### src/rtl/regfile_sb.sv
// regfile_sb: 32 x W register file with a busy scoreboard and write-first bypass.
// Ports:
//   clk_in, reset        clock and synchronous active-high reset
//   rd_addr_in/rd_*_out  NUM_READ read ports: data and busy (combinational)
//   wr_*_in              NUM_WRITE writeback ports (enable, address, data)
//   issue_*_in/_out      mark a destination busy; stall on a WAW hazard
module regfile_sb #(
    parameter int REG_DATA_WIDTH_POW = 6,
    parameter int NUM_READ           = 2,
    parameter int NUM_WRITE          = 1,
    parameter int REG_COUNT          = 32,
    localparam int W = 1 << REG_DATA_WIDTH_POW
) (
    input  logic                   clk_in,
    input  logic                   reset,
    input  logic [NUM_READ*5-1:0]  rd_addr_in,
    output logic [NUM_READ*W-1:0]  rd_data_out,
    output logic [NUM_READ-1:0]    rd_busy_out,
    input  logic [NUM_WRITE-1:0]   wr_en_in,
    input  logic [NUM_WRITE*5-1:0] wr_addr_in,
    input  logic [NUM_WRITE*W-1:0] wr_data_in,
    input  logic                   issue_en_in,
    input  logic [4:0]             issue_rd_in,
    output logic                   issue_stall_out
);

    logic [W-1:0]           r_data [REG_COUNT];
    logic [REG_COUNT-1:0]   r_busy;

    // Per-register view of this cycle's effective writes.
    logic [REG_COUNT-1:0]   w_hit;
    logic [W-1:0]           w_wdata [REG_COUNT];
    logic                   w_issue_ok;

    // Ascending scan: a later (higher-index) port overrides earlier ones.
    always_comb begin
        w_hit = '0;
        for (int r = 0; r < REG_COUNT; r++) begin
            w_wdata[r] = '0;
        end
        for (int j = 0; j < NUM_WRITE; j++) begin
            if (wr_en_in[j] && wr_addr_in[5*j +: 5] != 5'd0) begin
                w_hit[wr_addr_in[5*j +: 5]]   = 1'b1;
                w_wdata[wr_addr_in[5*j +: 5]] = wr_data_in[W*j +: W];
            end
        end
    end

    // Bypass and busy are suppressed while reset is held.
    always_comb begin
        rd_data_out = '0;
        rd_busy_out = '0;
        for (int k = 0; k < NUM_READ; k++) begin
            if (rd_addr_in[5*k +: 5] != 5'd0) begin
                if (!reset && w_hit[rd_addr_in[5*k +: 5]]) begin
                    rd_data_out[W*k +: W] = w_wdata[rd_addr_in[5*k +: 5]];
                end else begin
                    rd_data_out[W*k +: W] = r_data[rd_addr_in[5*k +: 5]];
                end
                rd_busy_out[k] = !reset
                               && r_busy[rd_addr_in[5*k +: 5]]
                               && !w_hit[rd_addr_in[5*k +: 5]];
            end
        end
    end

    // A writeback landing this cycle resolves the WAW hazard immediately.
    assign issue_stall_out = !reset && issue_en_in
                           && issue_rd_in != 5'd0
                           && r_busy[issue_rd_in]
                           && !w_hit[issue_rd_in];

    assign w_issue_ok = !reset && issue_en_in
                      && issue_rd_in != 5'd0
                      && !issue_stall_out;

    always_ff @(posedge clk_in) begin
        if (reset) begin
            for (int r = 0; r < REG_COUNT; r++) begin
                r_data[r] <= '0;
            end
            r_busy <= '0;
        end else begin
            for (int r = 1; r < REG_COUNT; r++) begin
                if (w_hit[r]) begin
                    r_data[r] <= w_wdata[r];
                end
                // Issue set takes priority over writeback clear.
                if (w_issue_ok && issue_rd_in == 5'(r)) begin
                    r_busy[r] <= 1'b1;
                end else if (w_hit[r]) begin
                    r_busy[r] <= 1'b0;
                end
            end
        end
    end

endmodule

### config.mk
export PLATFORM = sky130hd
export DESIGN_NAME = regfile_sb
export DESIGN_NICKNAME = d
export VERILOG_FILES = /design/src/rtl/regfile_sb.sv
export SDC_FILE = /design/constraint.sdc
export NUM_CORES = 2
export LEC_CHECK = 0
export ABC_CLOCK_PERIOD_IN_PS = 3300
export BUFFER_PORTS_ARGS = -buffer_cell sky130_fd_sc_hd__buf_2
export CORE_MARGIN = 4
export CORE_UTILIZATION = 25
export DETAILED_ROUTE_END_ITERATION = 10
export PLACE_DENSITY = 0.5
export SLEW_MARGIN = 15
export SYNTH_ARGS = -nofsm -noshare
export SYNTH_HDL_FRONTEND = slang
export SYNTH_SLANG_ARGS = --single-unit
### constraint.sdc
create_clock -name clk_in -period 3.3 [get_ports clk_in]
set_input_delay 0.165 -clock clk_in [delete_from_list [all_inputs] [get_ports clk_in]]
set_output_delay 0.165 -clock clk_in [all_outputs]
set_load 0.01 [all_outputs]
==> After elaboration in Yosys (flattened, before gate mapping) <==
Memories as Yosys holds them, arrays and structs flattened.
Index checks and enable logic that the tools add are counted.
{ "totals": {"ff_bits": 31, "ram_bits": 2048, "output_inout_bits": 131, "word_cells": 410, "mem_count": 1} }
{ "op_classes": {"n_lt_le_gt_ge": 9, "eq_ne": 31, "n_mux": 218, "bitwise_logic": 35, "reduce_logical": 85} }
{ "memory_table": {"columns": ["memory", "depth", "width", "read_ports", "rd_ports_with_merged_regs", "write_ports", "line", "text"], "rows": [
  ["r_data", 32, 64, 2, 0, 32, "27", "logic [W-1:0] r_data [REG_COUNT];"]
]} }
{ "op_table": {"columns": ["operator", "count"], "rows": [
  ["64-bit two-way mux", 40],
  ["2048-bit bitwise AND", 1],
  ["2048-bit two-way mux", 1],
  ["64-bit binary-select mux with 5-bit select", 2],
  ["64-bit demux with 5-bit select", 1],
  ["1-bit two-way mux", 166],
  ["5-bit equality test, second input constant", 16],
  ["2-bit nonzero test", 31],
  ["1-bit logical AND", 45],
  ["5-bit by 4-bit equality test with 1-bit output, second input constant", 8],
  ["32-bit two-way mux", 1],
  ["1-bit OR", 31],
  ["1-bit binary-select mux with 5-bit select", 6],
  ["5-bit by 6-bit < comparator with 1-bit output, second input constant", 4],
  ["5-bit by 3-bit equality test with 1-bit output, second input constant", 4],
  ["5-bit nonzero test", 4],
  ["6-bit greater-or-equal comparator, second input constant", 3],
  ["5-bit inverter with 6-bit output", 3],
  ["5-bit by 2-bit equality test with 1-bit output, second input constant", 2],
  ["6-bit by 1-bit < comparator with 1-bit output, second input constant", 1],
  ["1-bit demux with 5-bit select", 1],
  ["5-bit by 1-bit equality test with 1-bit output, second input constant", 1],
  ["5-bit by 1-bit greater-or-equal comparator with 1-bit output, second input constant", 1],
  ["1-bit zero test", 5]
]} }

==> Logic depth before layout (Yosys ltp) <==
{ "depth": {"ltp_word": 13, "ltp_mapped": 12} }

==> Worst setup path after synthesis <==
OpenSTA, ideal clock, no wires.
{ "synth_timing": {"path_kind": "input -> register", "from": "input wr_addr_in[4]", "to": "memory r_data[8][0] in the netlist's numbering, enable pin", "setup_time_ns": 0.424, "arrival_ns": 2.814, "t_required_ns": 2.876, "setup_slack_ns": 0.062, "path_stages": 7, "path_buffers": 4, "path_cell_list": "buf_2 -> buf_2 -> buf_2 -> nor4bb_1 -> nand2_1 -> clkbuf_1 -> nand2_1"} }
{ "synth_lines": {"columns": ["item", "line", "text"], "rows": [
  ["from (decl)", "20", "input logic [NUM_WRITE*5-1:0] wr_addr_in,"],
  ["to (decl)", "27", null]
]} }

==> impl.org <==
** Power
- In this run the power spent charging and discharging nets is 0.0173 W.
- Sequential cells account for 47.3% of the total power.
- Gate power share :: 15.8%
- Power density cells :: 512 nW/um^2
- Clock network power share :: 37.0%
- Leakage Power :: 40.1 nW
- In this run switching power makes up 27.1% of total power.
- Maximum vdd drop :: 0.441 mV
- Internal power :: 0.0466 W

** Layout
- Signed area change from the synthesized netlist to the final layout :: 17.7%
- Final standard cell area without fillers :: 125000 sq um
- At the end of the flow, the number of nets in the layout was 7886.
- Fraction of final layout cells sized beyond drive strength 1 :: 29.9%
- For this run, the share of the core covered by cells in the final layout is 29.6%.

** Clock network
- In this run the number of H-tree levels came out at 4.
- CTS clock-pin slew for the worst setup and hold paths :: 0.06 ns
- For this design, the sink count on the clock tree is 2015.
- For the worst-skew pair, the clock arrives at the later sink with an insertion delay of 0.87 ns.
- Clock tree root driver cell :: clkbuf_16
- CTS buffer count :: 208
- Post-CTS Setup Repair Bufs :: 0
- TritonCTS built the clock tree.
- The clock passes through at most 4 buffers.

** Worst setup path
- Arrival time of the worst setup path :: 3.25 ns
- For the worst setup path, the data required time is 3.13 ns.
- The worst register-to-register path begins at r_busy[3].
- The largest individual stage delay along the critical path comes from the cell mux4_2.
- Type of the setup path with the least slack :: flop to primary output
- Endpoint class of the critical path :: primary output
- Crit-path cells :: mux4_2 -> mux4_2 -> a211oi_4 -> buf_4 -> a31oi_4 -> buf_2
- Critical path's top delay family :: multiplexers
- Counting both buffers and inverters, the worst setup path holds a total of 2.
- For the worst flop-to-flop path, the logic depth is 7.
- The worst setup path is launched from a flop.
- Of all nets on the critical path, the largest fanout is 2.
- The critical path runs through a total of 6 cells.
- Critical path origin :: r_data[23][26]
- The largest single stage delay on the critical path is 0.63 ns.
- In this design, the critical path's most frequently occurring cell is mux4_2.

** STA
- Endpoints failing hold :: 0
- Post-route worst hold slack :: 0.0623 ns
- Counting I/O delays and the setup requirement, the final critical path takes 3.41 ns.
- For the pin with the worst max-slew slack, the measured transition is 1.23 ns.
- Timing-limited maximum frequency :: 293 MHz
- Count of final setup violators :: 6
- PnR worst setup slack :: -0.114 ns
- Clock Skews :: 0.00452 ns
- Period utilization :: 103%
- Headroom to the max-slew limit came out at 16.8%.
- Final Max Tran Viols :: 0
- Setup repair after global routing missed its margin :: yes

** Outcome
- The run finished, with violations left.
- The checks that failed: negative setup slack.

** Placement
- Count of input and output buffers :: 218
- Final GP Congestion :: 0.930
- Detailed placement ended at an HPWL of 278000 um.
- The placed instances occupy a cell area of 117000 sq um.
- Before CTS, the worst setup slack after placement is -0.423 ns.

** Hold path
- The startpoint identified for the worst hold timing path is wr_data_in[49].
- Instance count along the most critical hold path :: 4
- The path class of the tightest hold or removal check is input pin to flop.

** Routing
- Post-route DRC :: 0
- Starting DRT DRC Count :: 11.4k
- Average via count per standard cell :: 5.63
- Pre-Repair DR Iteration Count :: 5
- Vias after detailed routing :: 76.6k
- Count of antenna-violating nets left after detailed routing :: 0
- Aggregate routed wire length :: 482000 um
- Routed len/inst :: 35.5 um

** Floorplan
- The region available for standard cell placement spans 421000 sq um.
- For this configuration, the core starts out at a cell density of 25.2%.
- Num rows :: 238
- Floorplan die width :: 659 um
- 219 I/O pins were placed.
- Die extent in y :: 659 um
- Area of the die :: 435000 sq um

** Flow run
- Across the run, the number of max-cap violations was 0.

** Yosys
- Among all flip-flop cells after synthesis, the most frequent one is edfxtp_1.
- In this run, synthesis produced a sequential element count of 2015.
- The number of nets handed over by synthesis was 7673.
- Number of instances in the synthesized netlist :: 7585
- Of all cell types, the one taking the most synthesized area is edfxtp_1.
- After synthesis, the netlist uses 85 different library cells.
- The share of the Yosys chip area taken by registers is 56.8%.
- Yosys top cell area share :: 56.2%
- Warnings, synthesis :: 0
- In this run the cell area of the synthesized design comes to 106000 sq um.
- In this run, synthesis inferred 1984 flip-flops with an integrated enable.
- Each instance of the synthesized netlist takes up on average 14.0 sq um.
- After synthesis, the share of flip-flops with an asynchronous set or reset is 0%.
- Ranked by total cell area, the synthesized netlist is headed by edfxtp_1 56%, mux4_2 23%, nor2_1 7.7%.

** Global routing
- Across every metal layer, demand over resource in global routing totals 21.6%.
- Entering global routing, the biggest net connects 69 pins.
- Initial antenna violation count :: 25
- Global routing finished with a remaining overflow of 0.
- The number of global-route vias before repair came to 76.9k.
- The first global-routing pass estimated 654000 um of wire.
-- worst reg2reg max path, cell delays in order, from the launching register on --
cell and delay [ns]:
dfxtp_1 0.38, mux2_2 0.18, a221oi_1 0.09, a2111oi_0 0.41, o2111ai_1 0.27, o21ai_1 0.17
buf_4 0.28, o22ai_1 0.11
-- Yosys cell counts (all sizes together) (19+ instances only) --
cell type / number
mux2i: 156
nand3: 42
nor2: 2167
nand4: 19
nor2b: 19
edfxtp: 1984
inv: 43
a22o: 33
nor4: 27
buf: 379
a2111oi: 38
o22ai: 44
clkbuf: 485
dfxtp: 31
a21oi: 138
mux4: 1071
a22oi: 95
nor3: 20
nand2: 269
a221oi: 23
mux2: 57
o21ai: 214
-- final cells by class --
class / count / area, sq um
multi-input combinational: 4662 / 42500
sequential: 2015 / 60200
timing repair buffer: 867 / 8270
tap: 5640 / 7060
clock buffer: 247 / 5450
inverter: 44 / 184
antenna: 7 / 17.5
clock inverter: 118 / 1060
fill: 42000 / 297000
-- kinds of logic after synthesis --
family          synth area share [%]
compound gates                  4.46
xor+xnor                       0.162
buf+inv                         3.90
flops                           56.8
mux                             24.8
simple gates                    9.87
-- metrics by stage --
stage | TNS, ns | std cells | power [W]
2_1_floorplan | 0 | 7585 | 0.0358
3_3_place_gp | -2.26 | 13200 | 0.0404
3_5_place_dp | -1.68 | 13200 | 0.0405
4_1_cts | -0.333 | 13600 | 0.0640
5_1_grt | -0.434 | 13600 | 0.0655
6_report | -0.301 | 13600 | 0.0639
-- timing repair --
item                                    in CTS  in global routing
hold endpoints to repair                  1114                  0
hold buffers                                49                  0
resized for setup                           53                  6
pin swaps                                    7                  3
endpoints found under the setup margin      25                 13
-- power by group through the flow --
stage,clock network (W),logic (W),registers [W]
finish,0.0236,0.0101,0.0302
global route,0.0249,0.0103,0.0303
CTS,0.0239,0.00995,0.0302
detailed placement,0,0.00981,0.0307
global placement,0,0.00981,0.0306
floorplan,0,0.00528,0.0305
-- per-layer routing --
layer / part of all wire [%] / track usage, % / vias up
li1: - / - / 29500
met1: 34 / 24.7 / 40200
met2: 48 / 36.0 / 5266
met3: 9.0 / 3.82 / 1615
met4: 9.1 / 16.3 / 18
met5: 0.023 / 0 / -
-- cells in the final DEF, fill, tap and decap left out, types with 111 or more instances in the layout --
cell type,n
nor2_1,2163
edfxtp_1,1984
mux4_2,1071
buf_4,434
clkbuf_16,211
nand2_1,206
buf_2,205
buf_12,167
mux2i_1,155
a21oi_1,124
o21ai_0,111
-- sequential cells by signal, summed over array words and instances (netlist names) --
register and flops:
r_busy 31, r_data 1984
-- final timing paths --
kind	end	slack (ns)
min	r_data[17][49]	0.06
max reg2reg	r_busy[26]	1.27
min reg2reg	r_busy[10]	0.50
max	rd_data_out[90]	-0.11
No activity file was read; power rests on OpenSTA's default activity.
